## src/rtl/ram_bist_ctrl_if.sv

```systemverilog
// RAM-side bus of the BIST controller: one synchronous single-port RAM.
interface ram_bist_ctrl_if #(
    parameter int ADDR_W = 10,
    parameter int DATA_W = 8
);
    logic              write_enable;
    logic [ADDR_W-1:0] address;
    logic [DATA_W-1:0] data_in;
    logic [DATA_W-1:0] data_out;

    modport master (output write_enable, output address, output data_in, input data_out);
    modport slave  (input write_enable, input address, input data_in, output data_out);
endinterface

```

## src/rtl/ram_bist_ctrl.sv

```systemverilog
// Write-then-read BIST for a single-port RAM: fills every word with addr^seed,
// reads it back, counts mismatching addresses and records the first one.
module ram_bist_ctrl #(
    parameter int ADDR_W = 10,
    parameter int DATA_W = 8
) (
    input  logic              clk,
    input  logic              rst_n,
    input  logic              start,
    input  logic [DATA_W-1:0] seed,
    ram_bist_ctrl_if.master   ram,
    output logic              busy,
    output logic              done,
    output logic              pass,
    output logic [ADDR_W:0]   err_count,
    output logic [ADDR_W-1:0] first_fail_addr
);
    localparam int STAGES = 1;
    localparam logic [ADDR_W-1:0] LAST    = '1;
    localparam logic [ADDR_W:0]   ERR_MAX = {1'b1, {ADDR_W{1'b0}}};

    typedef enum logic [2:0] {IDLE, WRITE, READ, DRAIN, DONE} state_t;

    typedef struct packed {
        logic              we;
        logic [ADDR_W-1:0] addr;
        logic [DATA_W-1:0] wdata;
        logic              busy;
        logic              done;
        logic              pass;
        logic [ADDR_W:0]   err;
        logic [ADDR_W-1:0] ffa;
        logic [DATA_W-1:0] seed;
    } regs_t;

    function automatic logic [DATA_W-1:0] pat(input logic [ADDR_W-1:0] a, input logic [DATA_W-1:0] s);
        return DATA_W'(a) ^ s;
    endfunction

    state_t            state, state_nxt;
    regs_t             r, r_nxt;
    logic [STAGES:0]   vld_pipe;
    logic [ADDR_W-1:0] addr_d;
    logic              miss;

    // Read data returns one cycle after the address, so the valid flag and
    // the address travel one stage behind the issued read.
    assign vld_pipe[0] = (state == READ);
    assign miss        = vld_pipe[STAGES] && (ram.data_out != pat(addr_d, r.seed));

    always_comb begin
        state_nxt = state;
        r_nxt     = r;
        if (miss) begin
            if (r.err != ERR_MAX) r_nxt.err = r.err + 1'b1;
            if (r.err == '0)      r_nxt.ffa = addr_d;
        end
        case (state)
            IDLE, DONE: begin
                if (start) begin
                    state_nxt   = WRITE;
                    r_nxt.seed  = seed;
                    r_nxt.err   = '0;
                    r_nxt.ffa   = '0;
                    r_nxt.done  = 1'b0;
                    r_nxt.pass  = 1'b0;
                    r_nxt.busy  = 1'b1;
                    r_nxt.we    = 1'b1;
                    r_nxt.addr  = '0;
                    r_nxt.wdata = pat('0, seed);
                end
            end
            WRITE: begin
                if (r.addr == LAST) begin
                    state_nxt  = READ;
                    r_nxt.we   = 1'b0;
                    r_nxt.addr = '0;
                end else begin
                    r_nxt.addr  = r.addr + 1'b1;
                    r_nxt.wdata = pat(r.addr + 1'b1, r.seed);
                end
            end
            READ: begin
                if (r.addr == LAST) state_nxt  = DRAIN;
                else                r_nxt.addr = r.addr + 1'b1;
            end
            DRAIN: begin
                // Last compare lands on this edge; pass must include it.
                state_nxt  = DONE;
                r_nxt.busy = 1'b0;
                r_nxt.done = 1'b1;
                r_nxt.pass = (r_nxt.err == '0);
            end
            default: state_nxt = IDLE;
        endcase
    end

    always_ff @(posedge clk or negedge rst_n) begin
        if (!rst_n) begin
            state              <= IDLE;
            r                  <= '0;
            vld_pipe[STAGES:1] <= '0;
            addr_d             <= '0;
        end else begin
            state              <= state_nxt;
            r                  <= r_nxt;
            vld_pipe[STAGES:1] <= vld_pipe[STAGES-1:0];
            addr_d             <= r.addr;
        end
    end

    assign ram.write_enable = r.we;
    assign ram.address      = r.addr;
    assign ram.data_in      = r.wdata;
    assign busy             = r.busy;
    assign done             = r.done;
    assign pass             = r.pass;
    assign err_count        = r.err;
    assign first_fail_addr  = r.ffa;
endmodule

```

## src/flat_wrapper.sv

```systemverilog
// flat-port wrapper written by rule: the top's interface ports become plain ports
module ram_bist_ctrl_flat 
#(
    parameter int ADDR_W = 10,
    parameter int DATA_W = 8
)
  (clk, rst_n, start, seed, busy, done, pass, err_count, first_fail_addr, ram_write_enable, ram_address, ram_data_in, ram_data_out);
  ram_bist_ctrl_if #(.ADDR_W(ADDR_W), .DATA_W(DATA_W)) ram_i ();
  input  logic clk;
  input  logic rst_n;
  input  logic start;
  input  logic [DATA_W-1:0] seed;
  output logic busy;
  output logic done;
  output logic pass;
  output logic [ADDR_W:0] err_count;
  output logic [ADDR_W-1:0] first_fail_addr;
  output wire logic [$bits(ram_i.write_enable)-1:0] ram_write_enable;
  output wire logic [$bits(ram_i.address)-1:0] ram_address;
  output wire logic [$bits(ram_i.data_in)-1:0] ram_data_in;
  input wire logic [$bits(ram_i.data_out)-1:0] ram_data_out;
  assign ram_write_enable = ram_i.write_enable;
  assign ram_address = ram_i.address;
  assign ram_data_in = ram_i.data_in;
  assign ram_i.data_out = ram_data_out;
  ram_bist_ctrl #(.ADDR_W(ADDR_W), .DATA_W(DATA_W)) u_core (.clk(clk), .rst_n(rst_n), .start(start), .seed(seed), .ram(ram_i), .busy(busy), .done(done), .pass(pass), .err_count(err_count), .first_fail_addr(first_fail_addr));
endmodule
```

## config.mk

```make
export PLATFORM = sky130hd
export DESIGN_NAME = ram_bist_ctrl_flat
export DESIGN_NICKNAME = d
export VERILOG_FILES = /design/src/rtl/ram_bist_ctrl_if.sv /design/src/rtl/ram_bist_ctrl.sv /design/src/flat_wrapper.sv
export SDC_FILE = /design/constraint.sdc
export NUM_CORES = 1
export LEC_CHECK = 0
export ABC_AREA = 1
export BUFFER_PORTS_ARGS = -buffer_cell sky130_fd_sc_hd__buf_2
export CORE_UTILIZATION = 30
export DETAILED_ROUTE_END_ITERATION = 8
export GPL_TIMING_DRIVEN = 0
export PLACE_DENSITY_LB_ADDON = 0.25
export SLEW_MARGIN = 20
export SYNTH_ARGS = -nofsm -noshare
export SYNTH_HDL_FRONTEND = slang
export SYNTH_SLANG_ARGS = --single-unit
export TNS_END_PERCENT = 1
```

## constraint.sdc

```tcl
create_clock -name clk -period 2.56 [get_ports clk]
set_input_delay 0.384 -clock clk [delete_from_list [all_inputs] [get_ports clk]]
set_output_delay 0.384 -clock clk [all_outputs]
set_load 0.05 [all_outputs]
```

Word-level counts from Yosys, hierarchy flattened:

Cells that the tools add are included.

* equality and inequality tests: 12
* multiplexer cells: 17
* $add $sub $neg: 2
* bitwise logic cells: 2
* reduce and logical (&&, ||, !) cells: 14

Operator list (number)
* $mux W51: 1
* $mux W10: 3
* $pmux W10 S3: 1
* $mux W29: 1
* $logic_not A11 Y1: 2
* $mux W21: 1
* $pmux W8 S2: 1
* $xor A8 B8 Y8: 2
* $pmux W3 S4: 1
* $reduce_and A3 Y1: 4
* $add A11 B1 Y11 const B: 1
* $mux W11: 1
* $ne A11 B11 Y1 const B: 1
* $add A10 B1 Y10 const B: 1
* $eq A10 B10 Y1 const B: 1
* $mux W3: 3
* $mux W8: 1
* $ne A2 B2 Y1 const B: 4
* $ne A8 B8 Y1: 1
* $eq A3 B2 Y1 const B: 2
* $pmux W3 S2: 1
* $reduce_and A2 Y1: 2
* $reduce_bool A2 Y1: 2
* $eq A3 B1 Y1 const B: 1
* 8 further kinds: 8

* flip-flop bits (word level): 65
* output and inout port bits: 43
* bits of input ports: 19
* word-level logic and storage cells: 59

Depth between registers and ports, before layout:

Gate-level depths: netlist of run 1.

* word-level depth: 6
* mapped depth: 16
* depth with buffers taken out: 16

Worst setup path after synthesis of run 1:

Ideal clock, no wire load.

* kind: register to register
* start: register u_core.r, in the netlist u_core.ram.address[0]
* end: register u_core.r, in the netlist u_core.ram.address[9]
* stages on the path, launching flop included: 16
* period minus slack after synthesis: 1833 ps
* data arrival time: 1720 ps
* slack: 727 ps
* buffers on the path: 0
* required time: 2447 ps
* library setup time: 113 ps
* path through: dfrtp_1 -> ha_1 -> nand2_2 -> nor2_2 -> nand4_1 -> or2_4 -> nor2_4 -> nand2_2 -> nand2_2 -> nand2_2 -> nand2_4 -> inv_4 -> nand2_1 -> nand2_1 -> inv_1 -> nor2_2

* longest elaborated chain between the ends: 3
* elaborated cells on any way between the ends: 7
* classes of those cells: add/sub (1); eq/ne (2); mux (3); reduce/logical (1)

RTL lines
* start: declaration: RTL line ram_bist_ctrl.sv:41 `regs_t r, r_nxt;`
* start signal: assignment: RTL line ram_bist_ctrl.sv:106 `r <= r_nxt;`
* $add A10 B1 Y10 or $eq A10 B10 Y1 (tied branches)
* $mux W10, or another cell as far along: RTL line ram_bist_ctrl.sv:84 `if (r.addr == LAST) state_nxt = DRAIN;`
* $pmux W10 S3 or $reduce_and A3 Y1 (tied branches)

Several ways; a longest one is shown, not always the timed one. The select of a mux whose other input is x is not followed.
A chain may end at the register's enable or synchronous reset.

Worst setup path in the final report of run 1:

* start: register u_core.r, in the netlist u_core.ram.address[1]
* end: register u_core.r, in the netlist u_core.ram.address[0]

* longest elaborated chain between the ends: 3
* elaborated cells on any way between the ends: 5
* classes of those cells: eq/ne (2); mux (2); reduce/logical (1)

RTL lines (RTL line)
* $eq A10 B10 Y1 *: ram_bist_ctrl.sv:74, ram_bist_ctrl.sv:84
* $mux W10 or $ne A2 B2 Y1 (tied branches)
* $pmux W10 S3 or $reduce_and A3 Y1 (tied branches)

Every way passes the cells marked *; elsewhere a longest branch is shown, timed or not.

==> results of run 1 <==
[registers in the layout, summed over array words and instances (netlist names)]
signal	cells
u_core.err_count	11
u_core.addr_d	10
u_core.first_fail_addr	10
u_core.ram.address	10
u_core.r	8
u_core.ram.data_in	8
u_core.state	3
u_core.busy	1
u_core.done	1
u_core.pass	1
u_core.ram.write_enable	1
u_core.vld_pipe	1
[cell usage after synthesis]
library cell and number:
dfrtp_1 65, inv_1 72, buf_4 39, or2_2 2, nor2_1 25, nor2_2 2
nand3_1 28, a22o_1 1, o21ai_1 1, nor4_1 1, o22ai_1 12, o21ai_4 1
nor2_4 1, o21ai_0 32, xnor2_1 1, clkbuf_1 7, nand2_2 4, inv_2 3
nand3b_1 4, nand2_4 1, ha_1 3, a22oi_1 1, nand2_1 156, xor2_1 4
a21oi_1 21, o211ai_1 2, inv_4 1, buf_6 1, nand4_1 6, nor3_1 11
or2_4 1
[report_power, final]
group          switching (µW)  internal [µW]
clock                     486            760
combinational            2080            974
sequential                337           1410
[kinds of logic after synthesis]
kind of cell,after synthesis
AOI/OAI and AO/OA,71
xor gates and xnor gates,5
DFF,65
buffers and inverters,123
adders and majority gates,3
and+or+nand+nor,242
[worst max-delay path, cell delays in order (launching register included)]
cell     delay (ns)
dfrtp_1        0.49
ha_1           0.26
nand2_2        0.08
nor2_2         0.12
nand4_1        0.13
or2_4          0.27
nor2_4         0.09
nand2_2        0.11
nand2_1        0.13
nand2_1        0.13
inv_2          0.15
nand2_1        0.06
o21ai_0        0.07
inv_1          0.05
[repair_timing]
item	CTS	global route
hold endpoints to repair	24	0
resized for setup	0	0
hold buffers	1	0
setup endpoints to repair	0	0
[path summary, 6_finish.rpt]
check                                   endpoint  slack (ns)  cells past startpoint
setup / recovery           u_core.ram.address[0]        0.33                     13
hold / removal                       u_core.r[7]        0.33                      3
setup reg to reg           u_core.ram.address[0]        0.33                     13
hold reg to reg                 u_core.addr_d[8]        0.44                      0
max in group asynchronous            u_core.busy        1.50                      3
min in group asynchronous  u_core.ram.address[9]        0.52                      2
[layer usage]
| layer | vias to the layer above | track usage | share of wire |
|---|---|---|---|
| met2 | 95 | 0.247 | 0.45 |
| met3 | 18 | 0.0197 | 0.051 |
| met5 | - | 0 | 0 |
| met1 | 1452 | 0.210 | 0.48 |
| met4 | 0 | 0.0762 | 0.023 |
| li1 | 1728 | - | - |
[final cells by class]
class / instances / area, µm² / area share
tap: 168 / 210 / 0.0457
inverter: 76 / 288 / 0.0626
timing repair buffer: 63 / 338 / 0.0735
clock inverter: 7 / 76.3 / 0.0166
multi-input combinational: 321 / 1500 / 0.327
clock buffer: 9 / 225 / 0.0490
sequential: 65 / 1630 / 0.354
buffer: 47 / 330 / 0.0718
[cell usage in the layout (no fill, tap or decap), types with 4 or more instances in the layout]
cell type    n
nand2_1    156
inv_1       72
dfrtp_1     65
buf_2       60
buf_4       40
o21ai_0     32
nand3_1     28
nor2_1      25
a21oi_1     21
o22ai_1     12
nor3_1      11
clkbuf_16    9
clkbuf_1     7
nand4_1      6
nand3b_1     4
xor2_1       4
nand2_2      4
[stage by stage]
step	setup slack [ns]	utilization
3_5_place_dp	0.379	0.354
5_1_grt	0.115	0.380
6_report	0.327	0.380
3_3_place_gp	0.426	0.352
2_1_floorplan	0.727	-
4_1_cts	0.348	0.380
==> impl_results.md, run 1 <==
- Die Span Y: 114 µm
- # DRC: 0
- Lkg Pwr: around 0.0025 µW
- RSZ-0062 raised after global routing: no
- Skew final: around 0.0080 ns
- Initial antenna violation count: 0
- Layout Cells excl Fill: 756
- R2r startpoint: u_core.ram.address[1]
- Routed len/inst: roughly 12 µm
- First-pass GRT wire length: 15.4 mm
- Die W: 114 µm
- CTS Sinks: 65
- Total iterations of the first detailed-routing run: 4
- Tcrit/Tclk final: 0.872
- Gate Count Post-Synth: 509
- Leading post-synthesis cells by cell area: dfrtp_1 43%, nand2_1 16%, buf_4 7.8%
- Tot Pwr: 6040 µW
- Final GP Congestion: a little over 0.9
- Starting Density: 0.310
- Post-synthesis compound-gate area fraction: 0.105
- Largest family of logic cells by synthesized area: simple AND/OR/NAND/NOR gates
- Post-synth top area cell: dfrtp_1
- Yosys Warn Count: 0
- Total congestion overflow: 0
- HPWL after DPL: approximately 7.1 mm
- Root Buffer: clkbuf_16
- Worst Path Arrival: 2.46 ns
- Routed wire length: 9.30 mm
- Post-Synth Adder-Cell Area: 0.0100
- Fill cell count: around 1.3k
- Max Root-Sink Buffers: 2
- Post-Synth Simple-Gate Area: 0.275
- Row Count: 40
- Fmax: approximately 450 MHz
- CP Capture Type: flop
- Synth top area share: 0.434
- Largest net degree at the start of global routing: 36
- Hold WC Path Type: in2reg
- Slew headroom: 0.471
- Pwr Density: about 1300 mW/mm²
- Total Routing Usage GR: 0.156
- Post-CTS Setup Inserts: 0
- PortBufs: 61
- Antenna diodes: 0
- I/O pin total: 62
- Critical path type: reg2reg
- Endpoints failing setup: 0
- Synth Register Bits: between 60 and 70
- Worst vdd ir: 0.416 mV
- Crit path max fanout: 6
- Design area: between 0.004 and 0.005 mm²
- Vias: around 3.3k
- Share of cells above drive strength 1: 0.228
- CTS tree: yes
- Synth Area in XOR/XNOR: 0.0117
- Library cells used by synthesis: 31
- Placed standard-cell area: between 0.004 and 0.005 mm²
- Core area: about 0.012 mm²
- Worst-margin pin slew: slightly below 0.8 ns
- Cell area after synthesis: ~0.0037 mm²
- Final Hold Fails: 0
- Total Nets Final: about 600
- Final Critical Period: 2.23 ns
- Hold_ws: 0.329 ns
- Vias in the first global route: approximately 3.1k
- Seq/Total Area, Yosys: 0.434
- Die area: 0.0129 mm²
- Fin. max-slew vios: 0
- Worst setup SP type: flop
- Setup TNS: 0 ns
- Dpl cells: approximately 740
- Syn Area/Cell: between 7 and 8 µm²
- Hold_sp: seed[7]
- Vias per Instance: 4.36
- Data required, critical path: roughly 2.8 ns
- Area delta synth->final: 22.7%
- Max Cap Viol: 0
- Syn nets: ~530
- H-tree Lvls: 3
- Mux cell area share after synthesis: 0
- Run status: finished clean
- DR iter-0 viols: between 150 and 200
- CP startpoint: u_core.ram.address[1]
- Clk_lat worst skew: 0.34 ns
- Total CTS buffers: 9
- Reg clk slew, reported paths: ~0.060 ns
- Detail Route Antenna Nets: 0
(Power assumes the default switching activity.)
==> run 2, diff against run 1 <==
==> constraint.sdc (replaced) <==
create_clock -name clk -period 2.1 [get_ports clk]
set_input_delay 0.315 -clock clk [delete_from_list [all_inputs] [get_ports clk]]
set_output_delay 0.315 -clock clk [all_outputs]
set_load 0.05 [all_outputs]
==> run 2 against run 1 <==
Sequential share of layout area fell by 0.40 points. Die area stayed put. Sequential cell count unchanged. Wire length is 0.88% higher. Largest power group unchanged. Clock power increased by 21%. Utilization increased by 0.55 points.
==> impl_results.md, run 2 (synthesized netlist as in run 1, its figures left out) <==
- Run status: finished clean
- R2r worst-path depth: 15 (+2)
- R2r startpoint: u_core.ram.address[0]
- CTS tree: yes
- Max Cap Viol: 0 (unchanged)
- Root Buffer: clkbuf_16
- Max reg flops: 11 (unchanged)
- Min-Delay Path Depth: 3 (unchanged)
- Max Root-Sink Buffers: 2 (unchanged)
- R2R Setup Slk: 0.13 ns (-0.19 ns)
- Worst-margin pin slew: 0.730 ns (-0.0566 ns)
- Total congestion overflow: 0 (unchanged)
- Data required, critical path: 2.34 ns (-0.45 ns)
- Tcrit/Tclk final: 0.937 (+0.0646)
- Die W: 114 µm (unchanged)
- Largest net degree at the start of global routing: 36 (unchanged)
- Critical path type: reg2reg
- Vias in the first global route: 3145 (+0.13%)
- Slew headroom: 0.509 (+0.0380)
- Skew final: 0.00797 ns (-0.0000571 ns)
- Die area: 0.0129 mm² (unchanged)
- Clock power share: 0.204 (-0.002)
- Total CTS buffers: 9 (unchanged)
- Endpoints failing setup: 0 (unchanged)
- Vias per Instance: 4.33 (-0.61%)
- Crit path max fanout: 8 (+2)
- HPWL after DPL: 7.06 mm (unchanged)
- Pwr Density: 1590 mW/mm² (+21%)
- Commonest non-fill, non-tap cells in the layout: 151 x nand2_1, 71 x inv_1, 61 x dfrtp_1
- CTS Sinks: 65 (unchanged)
- Row Count: 40 (unchanged)
- Hold_ws: 0.259 ns (-0.0697 ns)
- Total Routing Usage GR: 0.156 (+0.000459)
- Logic gate share of total power: 0.513 (+0.008)
- Area delta synth->final: 24.4%
- Worst Path Arrival: 2.20 ns (-0.26 ns)
- Reg clk slew, reported paths: 0.06 ns (about the same)
- Final Hold Fails: 0 (unchanged)
- Total iterations of the first detailed-routing run: 4 (unchanged)
- Clk_lat worst skew: 0.34 ns (about the same)
- Hold WC Path Type: in2reg
- Placed standard-cell area: 0.00429 mm² (unchanged)
- First-pass GRT wire length: 15.4 mm (+0.27%)
- Core area: 0.0121 mm² (unchanged)
- P_int: 3880 µW (+24%)
- Final GP Congestion: 0.914 (unchanged)
- Final Critical Period: 1.97 ns (-0.265 ns)
- Fin. max-slew vios: 0 (unchanged)
- Routed len/inst: 12.4 µm (+0.48%)
- Die Span Y: 114 µm (unchanged)
- Fmax: 508 MHz (+13%)
- Routed wire length: 9.38 mm (+0.88%)
- Vias: 3286 (-0.21%)
- CP Capture Type: flop
- Share of cells above drive strength 1: 0.259 (+0.0310)
- Initial antenna violation count: 0 (unchanged)
- I/O pin total: 62 (unchanged)
- Lkg Pwr: 0.00250 µW (+0.90%)
- Worst vdd ir: 0.511 mV (+23%)
- Total Nets Final: 608 (+0.50%)
- Antenna diodes: 0 (unchanged)
- DR iter-0 viols: 199 (+14%)
- Most common cell after layout, fill and taps aside: nand2_1
- Hold_sp: seed[7]
- H-tree Lvls: 3 (unchanged)
- PortBufs: 61 (unchanged)
- Design area: 0.00466 mm² (+1.4%)
- # DRC: 0 (unchanged)
- Worst setup SP type: flop
- Critical R2R Capture: u_core.ram.address[9]
- Detail Route Antenna Nets: 0 (unchanged)
- Sw power: 3560 µW (+23%)
- WHS Endpoint: u_core.r[7]
- Starting Density: 0.310 (unchanged)
- Sw Ratio: 0.479 (-0.00137)
- Seq pwr share: 0.283 (-0.006)
run 2: repair_timing:
action,CTS,global route
gates resized for setup,3,18
hold buffers,1,0
pin swaps,0,0
hold endpoints to repair,30,0
setup buffers,2,1
setup endpoints to repair,18,20
run 2: critical path: stages (launching register included):
cell,delay (ns)
dfrtp_2,0.37
ha_2,0.20
nand2_2,0.08
nor2_4,0.10
nand4_1,0.12
or2_4,0.28
nor2_4,0.12
nand2_4,0.09
nand2_2,0.11
nand2_2,0.07
nand2_4,0.08
inv_4,0.06
nand2_1,0.05
nand2_1,0.04
inv_1,0.06
nor2_2,0.04
run 2: area by class of cell:
| type | instances | area [µm²] |
|---|---|---|
| plain buffers | 47 | 332 |
| flip-flops and latches | 65 | 1630 |
| inverters | 76 | 290 |
| multi-input cells | 321 | 1540 |
| well taps | 168 | 210 |
| repair buffers | 66 | 360 |
| clock inverters | 7 | 76.3 |
| clock buffers | 9 | 225 |
| fillers | 1294 | 7450 |
run 2: through the flow:
step | instances | TNS (ns) | util | power (µW) | setup slack (ns)
2_1_floorplan | 509 | 0 | - | 5010 | 0.267
3_3_place_gp | 738 | -0.0496 | 0.352 | 5810 | -0.0339
3_5_place_dp | 739 | -0.601 | 0.354 | 5860 | -0.0806
4_1_cts | 758 | 0 | 0.381 | 7450 | 0.0731
5_1_grt | 759 | -0.0193 | 0.385 | 8010 | -0.0193
6_report | 759 | 0 | 0.385 | 7440 | 0.133
run 2: power by group through the flow:
stage | registers, µW | logic (µW) | clock network (µW)
final | 2110 | 3820 | 1510
after floorplan | 2130 | 2870 | 0
after global routing | 2170 | 4240 | 1600
after CTS | 2100 | 3800 | 1550
after detailed placement | 2140 | 3720 | 0
after global placement | 2130 | 3680 | 0
run 2: how the worst max path moves through the flow:
stage / from / cells after the start / slack, ns / to
6_report: u_core.ram.address[0] / 15 / 0.13 / u_core.ram.address[9]
5_1_grt: u_core.r[7] / 16 / -0.02 / u_core.pass
4_1_cts: u_core.r[4] / 15 / 0.07 / u_core.pass
3_5_place_dp: u_core.ram.address[1] / 13 / -0.08 / u_core.ram.address[0]
3_3_place_gp: u_core.ram.address[1] / 13 / -0.03 / u_core.ram.address[0]
2_1_floorplan: u_core.ram.address[0] / 15 / 0.27 / u_core.ram.address[9]
run 2: layer usage:
layer  up-vias  GRT usage  part of all wire
li1       1734          -                 -
met1      1462      0.211              0.49
met2        74      0.248              0.45
met3        16     0.0197             0.041
met4         0     0.0762             0.022
met5         -          0                 0
==> run 3, diff against run 2 <==
--- a/config.mk
+++ b/config.mk
@@ -10,7 +10,7 @@
 export CORE_UTILIZATION = 30
 export DETAILED_ROUTE_END_ITERATION = 8
 export GPL_TIMING_DRIVEN = 0
-export PLACE_DENSITY_LB_ADDON = 0.25
+export PLACE_DENSITY = 0.53
 export SLEW_MARGIN = 20
 export SYNTH_ARGS = -nofsm -noshare
 export SYNTH_HDL_FRONTEND = slang
==> run 3 against run 2 <==
Cell count rose by 0.53%. Cell area grew 0.97%. Clock skew increased by 0.0023 ns. Sequential cell count did not move. First-iteration DRC count down 15%. Total power up 1.9%. Clock power up 3%. Wire length up 1.4%. Critical path type unchanged. Critical endpoint is now u_core.ram.address[5]. Largest cell class unchanged.
==> impl_results.md, run 3 (synthesized netlist as in run 1, its figures left out) <==
- Critical path type: reg2reg
- Total iterations of the first detailed-routing run: 4 (unchanged)
- Hold_sp: seed[6]
- Total Nets Final: 613 (+0.82%)
- Die W: 114 µm (unchanged)
- Hold_ws: 0.261 ns (+0.00122 ns)
- Commonest non-fill, non-tap cells in the layout: 152 x nand2_1, 69 x inv_1, 62 x dfrtp_1
- Largest net degree at the start of global routing: 45 (+25%)
- Final Critical Period: 1.96 ns (-0.00776 ns)
- I/O pin total: 62 (unchanged)
- Tot Pwr: 7580 µW (+1.9%)
- CTS Sinks: 65 (unchanged)
- Starting Density: 0.310 (unchanged)
- Slew headroom: 0.525 (+0.0156)
- Row Count: 40 (unchanged)
- Total CTS buffers: 9 (unchanged)
- Max reg flops: 11 (unchanged)
- PortBufs: 61 (unchanged)
- R2r startpoint: u_core.ram.address[0]
- First-pass GRT wire length: 15.6 mm (+1.0%)
- Most common cell after layout, fill and taps aside: nand2_1
- CP startpoint: u_core.ram.address[0]
- Hold WC Path Type: in2reg
- Pwr Density: 1610 mW/mm² (+0.95%)
- Place WS: -0.0569 ns (+0.0237 ns)
- RSZ-0062 raised after global routing: yes
- CTS tree: yes
- Die Span Y: 114 µm (unchanged)
- Initial antenna violation count: 0 (unchanged)
- Routed wire length: 9.51 mm (+1.4%)
- Worst setup SP type: flop
- Vias per Instance: 4.35 (+0.47%)
- Total Routing Usage GR: 0.158 (+0.00245)
- # DRC: 0 (unchanged)
- Final GP Congestion: 0.880 (-3.7%)
- Worst vdd ir: 0.608 mV (+19%)
- Critical R2R Capture: u_core.ram.address[5]
- Min-Delay Path Depth: 3 (unchanged)
- Max Root-Sink Buffers: 2 (unchanged)
- WHS Endpoint: u_core.r[6]
- Root Buffer: clkbuf_16
- Placed standard-cell area: 0.00429 mm² (+0.18%)
- Lkg Pwr: 0.00254 µW (+1.5%)
- Design area: 0.00471 mm² (+0.97%)
- Worst setup margin: 0.141 ns (+0.00776 ns)
- Antenna diodes: 0 (unchanged)
- Clk_lat worst skew: 0.34 ns (about the same)
- Endpoints failing setup: 0 (unchanged)
- R2r worst-path depth: 12 (-3)
- Share of cells above drive strength 1: 0.261 (+0.00162)
- Reg clk slew, reported paths: 0.06 ns (about the same)
- Fin. max-slew vios: 0 (unchanged)
- H-tree Lvls: 3 (unchanged)
- Vias in the first global route: 3124 (-0.67%)
- CP Capture Type: flop
- Area delta synth->final: 25.6%
- Skew final: 0.0102 ns (+0.00226 ns)
- Core area: 0.0121 mm² (unchanged)
- Crit path max fanout: 5 (-3)
- Routed len/inst: 12.5 µm (+0.90%)
- Fmax: 510 MHz (+0.40%)
- Run status: finished clean
- Vias: 3319 (+1.0%)
- R2R Setup Slk: 0.14 ns (about the same)
- DR iter-0 viols: 170 (-15%)
- Data required, critical path: 2.32 ns (-0.02 ns)
- HPWL after DPL: 7.16 mm (+1.4%)
- Total congestion overflow: 0 (unchanged)
- Detail Route Antenna Nets: 0 (unchanged)
- Tcrit/Tclk final: 0.933 (-0.00369)
- Fill cell count: 1326 (+2.5%)
- Fin util: 0.389 (+0.00372)
- Die area: 0.0129 mm² (unchanged)
- Worst-margin pin slew: 0.707 ns (-0.0232 ns)
- Max Cap Viol: 0 (unchanged)
- Worst Path Arrival: 2.18 ns (-0.02 ns)
- Final Hold Fails: 0 (unchanged)
run 3: cell types whose count changed in the layout (fill, tap and decap cells not counted), sizes merged:
cell | previous run | this run
clkbuf | 16 | 18
inv | 78 | 77
clkinvlp | 2 | 1
clkinv | 2 | 1
buf | 105 | 110
run 3: final cells by class:
type / instances / area, µm² / area share
Sequential cell: 65 / 1630 / 0.346
Multi-Input combinational cell: 321 / 1540 / 0.327
Timing Repair Buffer: 71 / 405 / 0.0861
Buffer: 47 / 330 / 0.0701
Inverter: 76 / 288 / 0.0611
Clock buffer: 11 / 253 / 0.0537
Tap cell: 168 / 210 / 0.0446
Clock inverter: 4 / 51.3 / 0.0109
run 3: critical path: stages, from the launching register on:
cell and delay, ns:
dfrtp_2 0.41, ha_4 0.16, nand2_2 0.06, nor2_2 0.10
nand4_1 0.12, or2_4 0.27, nor2_4 0.11, nand2_4 0.09
nand2_2 0.10, nand2_1 0.11, inv_2 0.11, buf_4 0.13
o22ai_1 0.07
run 3: worst max path at each step:
stage,cells after the start,endpoint
finish,12,u_core.ram.address[5]
global route,7,u_core.ram.address[5]
CTS,13,u_core.ram.address[0]
detailed placement,13,u_core.ram.address[0]
global placement,13,u_core.ram.address[0]
floorplan,15,u_core.ram.address[9]
run 3: report_power, final:
| part | switching (µW) | total [µW] | internal (µW) |
|---|---|---|---|
| clock | 570 | 1550 | 979 |
| sequential | 407 | 2130 | 1720 |
| combinational | 2590 | 3910 | 1320 |
run 3: timing repair:
action / 4_1_cts / 5_1_grt
buffers inserted: 0 / 8
endpoints found under the setup margin: 17 / 31
pin swaps: 0 / 2
resized for setup: 3 / 13
hold buffers: 1 / 0
hold endpoints to repair: 21 / 0
run 3: metrics by stage:
stage | setup TNS [ns] | instances
global placement | -0.426 | 738
global route | -0.0478 | 763
detailed placement | -0.326 | 739
floorplan | 0 | 509
CTS | 0 | 755
finish | 0 | 763
run 3: metal layers:
layer,part of all wire,GRT usage
met2,0.44,0.235
met4,0.019,0.0701
met5,0,0
met1,0.50,0.226
met3,0.044,0.0282
